`config.mk`:
```
export PLATFORM = sky130hd
export DESIGN_NAME = auth_session_controller
export DESIGN_NICKNAME = d
export VERILOG_FILES = /design/src/rtl/auth_pkg.sv /design/src/rtl/auth_lfsr4.sv /design/src/rtl/auth_session_controller.sv
export SDC_FILE = /design/constraint.sdc
export NUM_CORES = 1
export LEC_CHECK = 0
export BUFFER_PORTS_ARGS = -buffer_cell sky130_fd_sc_hd__buf_2
export CELL_PAD_IN_SITES_DETAIL_PLACEMENT = 1
export CELL_PAD_IN_SITES_GLOBAL_PLACEMENT = 1
export CORE_ASPECT_RATIO = 0.8
export CORE_UTILIZATION = 43
export CTS_CLUSTER_SIZE = 40
export DETAILED_ROUTE_END_ITERATION = 7
export GPL_TIMING_DRIVEN = 0
export PLACE_DENSITY_LB_ADDON = 0.1
export SLEW_MARGIN = 20
export SYNTH_ARGS = -nofsm -noshare
export SYNTH_HDL_FRONTEND = slang
export SYNTH_HIERARCHICAL = 1
export SYNTH_SLANG_ARGS = --single-unit
```
`constraint.sdc`:
```
create_clock -name clk -period 2.48 [get_ports clk]
set_clock_uncertainty 0.05 [all_clocks]
set_input_delay 0.496 -clock clk [delete_from_list [all_inputs] [get_ports clk]]
set_output_delay 0.496 -clock clk [all_outputs]
set_load 0.01 [all_outputs]
```
`src/rtl/auth_pkg.sv`:
```
// Shared types and defaults for the challenge-response session controller:
// FSM state encoding, reset values and the 4-bit LFSR feedback.
package auth_pkg;

  typedef enum logic [2:0] {
    S_IDLE,
    S_ISSUE,
    S_WAIT_RESP,
    S_CHECK,
    S_GRANT,
    S_FAIL,
    S_LOCKED
  } state_t;

  localparam logic [3:0] KEY_RESET_DEFAULT = 4'b1100;
  localparam logic [3:0] LFSR_SEED_DEFAULT = 4'b1001;

  // Shift left, feed back bit3^bit2; never reaches zero from a nonzero seed.
  function automatic logic [3:0] lfsr_next(input logic [3:0] value);
    return {value[2:0], value[3] ^ value[2]};
  endfunction

endpackage

```
`src/rtl/auth_lfsr4.sv`:
```
// 4-bit challenge generator: seeded on reset, steps once per advance pulse.
module auth_lfsr4 import auth_pkg::*; #(
  parameter logic [3:0] SEED = LFSR_SEED_DEFAULT
) (
  input  logic       clk,
  input  logic       reset,
  input  logic       advance,
  output logic [3:0] value
);

  // NOTE: sequential state uses non-blocking assignments so every flop samples
  // pre-edge values, independent of process ordering in simulation.
  always_ff @(posedge clk or posedge reset) begin
    if (reset) begin
      value <= SEED;
    end else if (advance) begin
      value <= lfsr_next(value);
    end
  end

endmodule

```
`src/rtl/auth_session_controller.sv`:
```
// One challenge-response authentication session per start request, with
// response timeout, consecutive-failure tracking and timed lockout.
module auth_session_controller import auth_pkg::*; #(
  parameter logic [3:0] KEY_RESET   = KEY_RESET_DEFAULT,
  parameter logic [3:0] LFSR_SEED   = LFSR_SEED_DEFAULT,
  parameter int         TIMEOUT     = 16,
  parameter int         MAX_FAILS   = 3,
  parameter int         LOCK_CYCLES = 64
) (
  input  logic       clk,
  input  logic       reset,
  input  logic       start,
  input  logic       key_load,
  input  logic [3:0] key_in,
  output logic       chal_valid,
  input  logic       chal_ready,
  output logic [3:0] challenge,
  input  logic       resp_valid,
  input  logic [3:0] response,
  output logic       auth_ok,
  output logic       auth_fail,
  output logic       busy,
  output logic       locked,
  output logic [1:0] fail_count
);

  // One counter serves both the response timeout and the lockout period.
  localparam int TIMER_MAX = (TIMEOUT > LOCK_CYCLES) ? TIMEOUT : LOCK_CYCLES;
  localparam int TIMER_W   = (TIMER_MAX > 2) ? $clog2(TIMER_MAX) : 1;
  localparam logic [TIMER_W-1:0] TIMEOUT_LAST = TIMER_W'(TIMEOUT - 1);
  localparam logic [TIMER_W-1:0] LOCK_LAST    = TIMER_W'(LOCK_CYCLES - 1);
  localparam logic [1:0]         FAILS_MAX    = 2'(MAX_FAILS);

  state_t             state_q, state_d;
  logic [3:0]         key_q, chal_q, resp_q, lfsr_value;
  logic [TIMER_W-1:0] timer_q;
  logic [1:0]         fail_plus;
  logic               handshake, timer_clear, timer_inc;
  logic               fail_inc, fail_clear, key_we, resp_we;

  auth_lfsr4 #(.SEED(LFSR_SEED)) u_lfsr (
    .clk     (clk),
    .reset   (reset),
    .advance (handshake),
    .value   (lfsr_value)
  );

  assign fail_plus = (fail_count == FAILS_MAX) ? fail_count : fail_count + 2'd1;

  always_comb begin
    // NOTE: every combinational output gets a default first, so no path through
    // the case statement leaves a signal unassigned and infers a latch.
    state_d     = state_q;
    handshake   = 1'b0;
    timer_clear = 1'b0;
    timer_inc   = 1'b0;
    fail_inc    = 1'b0;
    fail_clear  = 1'b0;
    key_we      = 1'b0;
    resp_we     = 1'b0;
    case (state_q)
      S_IDLE: begin
        key_we = key_load;
        if (start) state_d = S_ISSUE;
      end
      S_ISSUE: begin
        if (chal_ready) begin
          handshake   = 1'b1;
          timer_clear = 1'b1;
          state_d     = S_WAIT_RESP;
        end
      end
      S_WAIT_RESP: begin
        if (resp_valid) begin
          resp_we = 1'b1;
          state_d = S_CHECK;
        end else if (timer_q == TIMEOUT_LAST) begin
          state_d = S_FAIL;
        end else begin
          timer_inc = 1'b1;
        end
      end
      S_CHECK: state_d = ((chal_q ^ key_q) == resp_q) ? S_GRANT : S_FAIL;
      S_GRANT: begin
        fail_clear = 1'b1;
        state_d    = S_IDLE;
      end
      S_FAIL: begin
        fail_inc    = 1'b1;
        timer_clear = 1'b1;
        state_d     = (fail_plus == FAILS_MAX) ? S_LOCKED : S_IDLE;
      end
      S_LOCKED: begin
        if (timer_q == LOCK_LAST) begin
          fail_clear = 1'b1;
          state_d    = S_IDLE;
        end else begin
          timer_inc = 1'b1;
        end
      end
      default: state_d = S_IDLE;
    endcase
  end

  always_ff @(posedge clk or posedge reset) begin
    if (reset) begin
      state_q    <= S_IDLE;
      key_q      <= KEY_RESET;
      chal_q     <= '0;
      resp_q     <= '0;
      timer_q    <= '0;
      fail_count <= '0;
    end else begin
      state_q <= state_d;
      if (key_we)  key_q  <= key_in;
      if (handshake) chal_q <= lfsr_value;
      if (resp_we) resp_q <= response;
      if (timer_clear)    timer_q <= '0;
      else if (timer_inc) timer_q <= timer_q + 1'b1;
      if (fail_clear)    fail_count <= '0;
      else if (fail_inc) fail_count <= fail_plus;
    end
  end

  assign chal_valid = (state_q == S_ISSUE);
  assign challenge  = lfsr_value;
  assign auth_ok    = (state_q == S_GRANT);
  assign auth_fail  = (state_q == S_FAIL);
  assign busy       = (state_q != S_IDLE);
  assign locked     = (state_q == S_LOCKED);

endmodule

```
Word-level counts from Yosys, hierarchy flattened
Cells that the tools add are included.
{"block": "word_totals", "inputBits": 14, "elab_cells": 57, "output_inout_bits": 11, "regBits": 27}
{"block": "classes", "bitwise": 2, "reduce_logical": 5, "n_eq_ne": 15, "add_sub_neg": 2, "n_mux": 26}
{"cell": "$mux W3", "count": 6}
{"cell": "$pmux W3 S6", "count": 1}
{"cell": "$mux W6", "count": 2}
{"cell": "$mux W1", "count": 11}
{"cell": "$eq A3 B3 Y1 const B", "count": 3}
{"cell": "$add A6 B1 Y6 const B", "count": 1}
{"cell": "$eq A3 B2 Y1 const B", "count": 2}
{"cell": "$eq A6 B4 Y1 const B", "count": 1}
{"cell": "$eq A6 B6 Y1 const B", "count": 1}
{"cell": "$mux W2", "count": 3}
{"cell": "$pmux W1 S2", "count": 3}
{"cell": "$eq A2 B2 Y1 const B", "count": 2}
{"cell": "$eq A4 B4 Y1", "count": 1}
{"cell": "$ne A2 B1 Y1 const B", "count": 2}
{"cell": "$reduce_and A4 Y1", "count": 1}
{"cell": "$reduce_bool A2 Y1", "count": 2}
{"cell": "$xor A4 B4 Y4", "count": 1}
{"cell": "$eq A3 B1 Y1 const B", "count": 1}
{"cell": "$logic_not A3 Y1", "count": 1}
{"cell": "$ne A3 B3 Y1 const B", "count": 1}
{"cell": "$reduce_bool A3 Y1", "count": 1}
{"cell": "$add A2 B1 Y2 const B", "count": 1}
{"cell": "$ne A2 B2 Y1 const B", "count": 1}
{"cell": "$xor A1 B1 Y1", "count": 1}

Depth between registers and ports, before layout
{"block": "logic_depth", "word_depth": 6, "depth_mapped": 6, "mapped_depth_nobuf": 5}

Modules after synthesis
The synthesis kept the hierarchy.
{"mod": "auth_session_controller", "cells_per_inst": 114, "seq_area_each_um2": 578.1, "area_per_inst_um2": 1241.2, "instances": 1}
{"mod": "auth_lfsr4", "cells_per_inst": 11, "seq_area_each_um2": 102.6, "area_per_inst_um2": 157.7, "instances": 1}

Worst setup path before layout
OpenSTA, ideal clock, no wires.
{"block": "synth_path", "path_kind": "flip-flop to flip-flop", "startpoint": "register timer_q[0]", "endpoint": "register state_q[0]", "setup_time_ns": 0.078, "path_stages_with_launch": 6, "path_slack_ns": 0.759, "t_required_ns": 2.352, "arrival_ns": 1.593, "path_buffers": 0, "period_less_slack_ns": 1.721, "path_cell_list": "dfrtp_1 -> ha_1 -> nand3_2 -> o311a_4 -> or4_1 -> o2bb2ai_1"}
{"block": "synth_via", "elab_chain_cells": 3, "elab_cells_between_ends": 5, "cone_classes": "eq/ne (4); reduce/logical (1)"}
{"item": "start: declaration", "line_no": "auth_session_controller.sv:36", "rtl": "logic [TIMER_W-1:0] timer_q;"}
{"item": "start signal: assignment", "line_no": "auth_session_controller.sv:119", "rtl": "else if (timer_inc) timer_q <= timer_q + 1'b1;"}
{"item": "$eq A6 B4 Y1 / $eq A6 B6 Y1 (equally long branches)", "line_no": "auth_session_controller.sv:77, auth_session_controller.sv:94"}
{"item": "$ne A3 B3 Y1 (no line) / $ne A2 B1 Y1 (equally long branches)"}
{"item": "$reduce_and A4 Y1 (no line) (*)"}
{"item": "end signal: assignment", "line_no": "auth_session_controller.sv:114", "rtl": "state_q <= state_d;"}
{"item": "end: declaration", "line_no": "auth_session_controller.sv:34", "rtl": "state_t state_q, state_d;"}
Mark *: on every way between the ends. The rest lies on a longest branch, timed or not.
A chain may end at the register's enable or synchronous reset.

Worst setup path in the final report
{"block": "layout_path", "startpoint": "register state_q[2]", "endpoint": "output port auth_ok"}
{"block": "layout_via", "elab_chain_cells": 1}
{"item": "$eq A3 B3 Y1", "line_no": "auth_session_controller.sv:127", "rtl": "assign auth_ok = (state_q == S_GRANT);"}
{"item": "end: declaration", "line_no": "auth_session_controller.sv:20", "rtl": "output logic auth_ok,"}
No other way between the ends.

==> key figures <==
Synthesis
  • Synth area leaders: dfrtp_1 41%, mux2_2 12%, dfstp_2 7.5%, xnor2_1 4.4%, a21oi_1 2.9%
  • Cell type with the largest total area after synthesis: dfrtp_1
  • Warnings from Yosys: 6
  • Yosys cell types: 36
  • Yosys top cell area share: 41.1%
  • Mapped Cells: 125
  • Seq/Total Area, Yosys: 48.7%
  • Most frequent cell after synthesis: dfrtp_1
  • Seq cells post-synth: 27
  • Syn avg cell area: 11.2 µm²
  • Async set-reset flop share out of synthesis: 100%
  • Commonest cells post-synth: 23 x dfrtp_1, 15 x mux2_2, 9 x nand2_1
  • Post-synth EDFFs: 0
  • Ys flop type: dfrtp_1
  • Post-synthesis cell area: 1400 µm²
  • Synth Net Count: 140

Global routing
  • Initial antenna violation count: 0
  • Largest net degree at the start of global routing: 24
  • Global-route wire length before repair: 5340 µm
  • Vias in the first global route: 1,091
  • Total gr overflow: 0
  • Total track usage: 20.8%

Final layout
  • Layout area overhead: 15.7%
  • # diodes: 0
  • Post-layout net count: 169
  • Fill cell count: 351
  • Layout cells sized above 1: 33.3%
  • Final Instance Area: 1620 µm²

Timing
  • Tmin final: 2160 ps
  • Max-slew headroom: 39.2%
  • Fmax: 463 MHz
  • Hold Vio Cnt, Final: 0
  • Setup violators final: 0
  • Measured slew at the worst slew-check pin: 911 ps
  • Max Slew Vio Count: 0
  • Final Cycle Share: 87.1%
  • Setup TNS: 0 ps
  • Unrepaired setup endpoints after global routing: no

Placement
  • Gpl congestion: 0.782
  • Final HPWL DP: 2480 µm
  • Port bufs: 24
  • Placed cell area: 1570 µm²

Floorplan
  • Die ar.: 3490 µm²
  • # IOs: 25
  • Core ar.: 3090 µm²
  • Std cell rows: 18
  • Chip Width: 65.8 µm
  • Initial Util: 45.3%
  • Die Y: 53.0 µm

Power
  • VDD IR max: 613 µV
  • Leakage: 0.000702 µW
  • Pwr/cell area: 1200 nW/µm²

Drt
  • Routed WL per cell: 16.7 µm
  • Vias/cell: 5.44
  • Total wire length: 3220 µm
  • Vias: 1,049
  • Residual DRC: 0
  • Post-route antenna net violation count: 0
  • First-pass DRT Iterations: 4
  • Initial drt markers: 50

Worst hold path
  • Hold Crit Class: in -> async

Worst setup path
  • CP required: 1930 ps
  • Worst Path Arrival: 1610 ps
  • Worst Path Max Fanout: 10
  • Setup CP Type: reg -> out
  • Largest stage delay on the critical path: 470 ps
  • Top cell by count, worst path: nor2b_1
  • Crit path cell chain: clkbuf_1 > nor2b_1 > nor2b_1 > buf_2
  • Startpoint Class: register
  • Critical Path Slowest Stage Cell: dfrtp_1
  • Worst Setup End Kind: output pin
  • CP bufs+invs: 2
  • Largest delay contributor family on the critical path: buffers and inverters

CTS
  • CTS tree: yes
  • # hold bufs at CTS: 0
  • Post-CTS sizing: 0
  • CTS clk-pin slew, worst paths: 90 ps
  • Htree depth: 1
  • Postcts setup bufs: 0
  • CTS max path bufs: 2
  • # clock sinks: 27
  • Root Driver: clkbuf_8
  • CTS Buf Count: 3
  • Worst-skew pair later-pin latency: 270 ps

Run
  • Max-cap violations: 0

Run status
  • Status: completed
-- area by class of cell --
cell class | count | area [µm²] | area share [%]
buffer | 4 | 16.3 | 1.01
tap | 40 | 50.0 | 3.09
clock inverter | 1 | 7.51 | 0.464
timing repair buffer | 24 | 120 | 7.42
sequential | 27 | 681 | 42.1
multi-input combinational | 91 | 691 | 42.7
inverter | 3 | 11.3 | 0.696
clock buffer | 3 | 41.3 | 2.55
-- through the flow --
step | utilization [%] | std cells | total power (µW) | hold slack, ps | setup slack (ps)
finish | 52.4 | 193 | 1940 | 46.4 | 320
global route | 52.4 | 193 | 2080 | 46.3 | 196
detailed placement | 50.9 | 189 | 1710 | 344 | 502
floorplan | - | 125 | 1430 | 211 | 759
global placement | 50.9 | 189 | 1640 | 334 | 549
CTS | 52.4 | 193 | 1960 | 39.9 | 328
-- kinds of logic after synthesis --
| logic type | synth area share [%] |
|---|---|
| simple gates | 14.3 |
| flops | 48.7 |
| compound gates | 13.2 |
| mux | 14.9 |
| xor+xnor | 5.99 |
| buf+inv | 1.97 |
| fa+ha+maj | 0.894 |
-- routing by layer --
metal	share of wire (%)	global-route usage, %
met1	45	26.9
met2	51	37.4
met4	0	2.17
met3	4.3	3.88
met5	0	0
-- flip-flops by register name, indices dropped and copies added (netlist names) --
signal	count
timer_q	6
chal_q	4
key_q	4
resp_q	4
u_lfsr/value	4
state_q	3
fail_count	2
-- power breakdown --
| group | switching [µW] | internal [µW] | total [µW] |
|---|---|---|---|
| combinational | 402 | 452 | 854 |
| clock | 135 | 114 | 249 |
| sequential | 181 | 653 | 834 |
| total | 718 | 1220 | 1940 |
-- final timing paths --
| kind | cells after the start | to | slack (ps) | from |
|---|---|---|---|---|
| worst min-delay path | 2 | u_lfsr/value[1] | 50 | reset |
| worst min register to register | 2 | u_lfsr/value[0] | 470 | u_lfsr/value[0] |
| min in group clk | 2 | resp_q[0] | 400 | response[0] |
| worst max register to register | 3 | resp_q[1] | 460 | state_q[2] |
| max in group asynchronous | 2 | state_q[1] | 1450 | reset |
| worst max-delay path | 4 | auth_ok | 320 | state_q[2] |
-- layout by cell type (no fill, tap or decap), types with 4 or more instances in the layout --
cell type and instances:
nor2b_1 6, o21ai_0 6, mux2_2 15, mux2i_1 4, dfstp_2 4, xnor2_1 7
nand2_1 9, a21oi_1 8, dfrtp_1 23, buf_2 25, nor2_1 6
No activity file was read; power rests on OpenSTA's default activity.
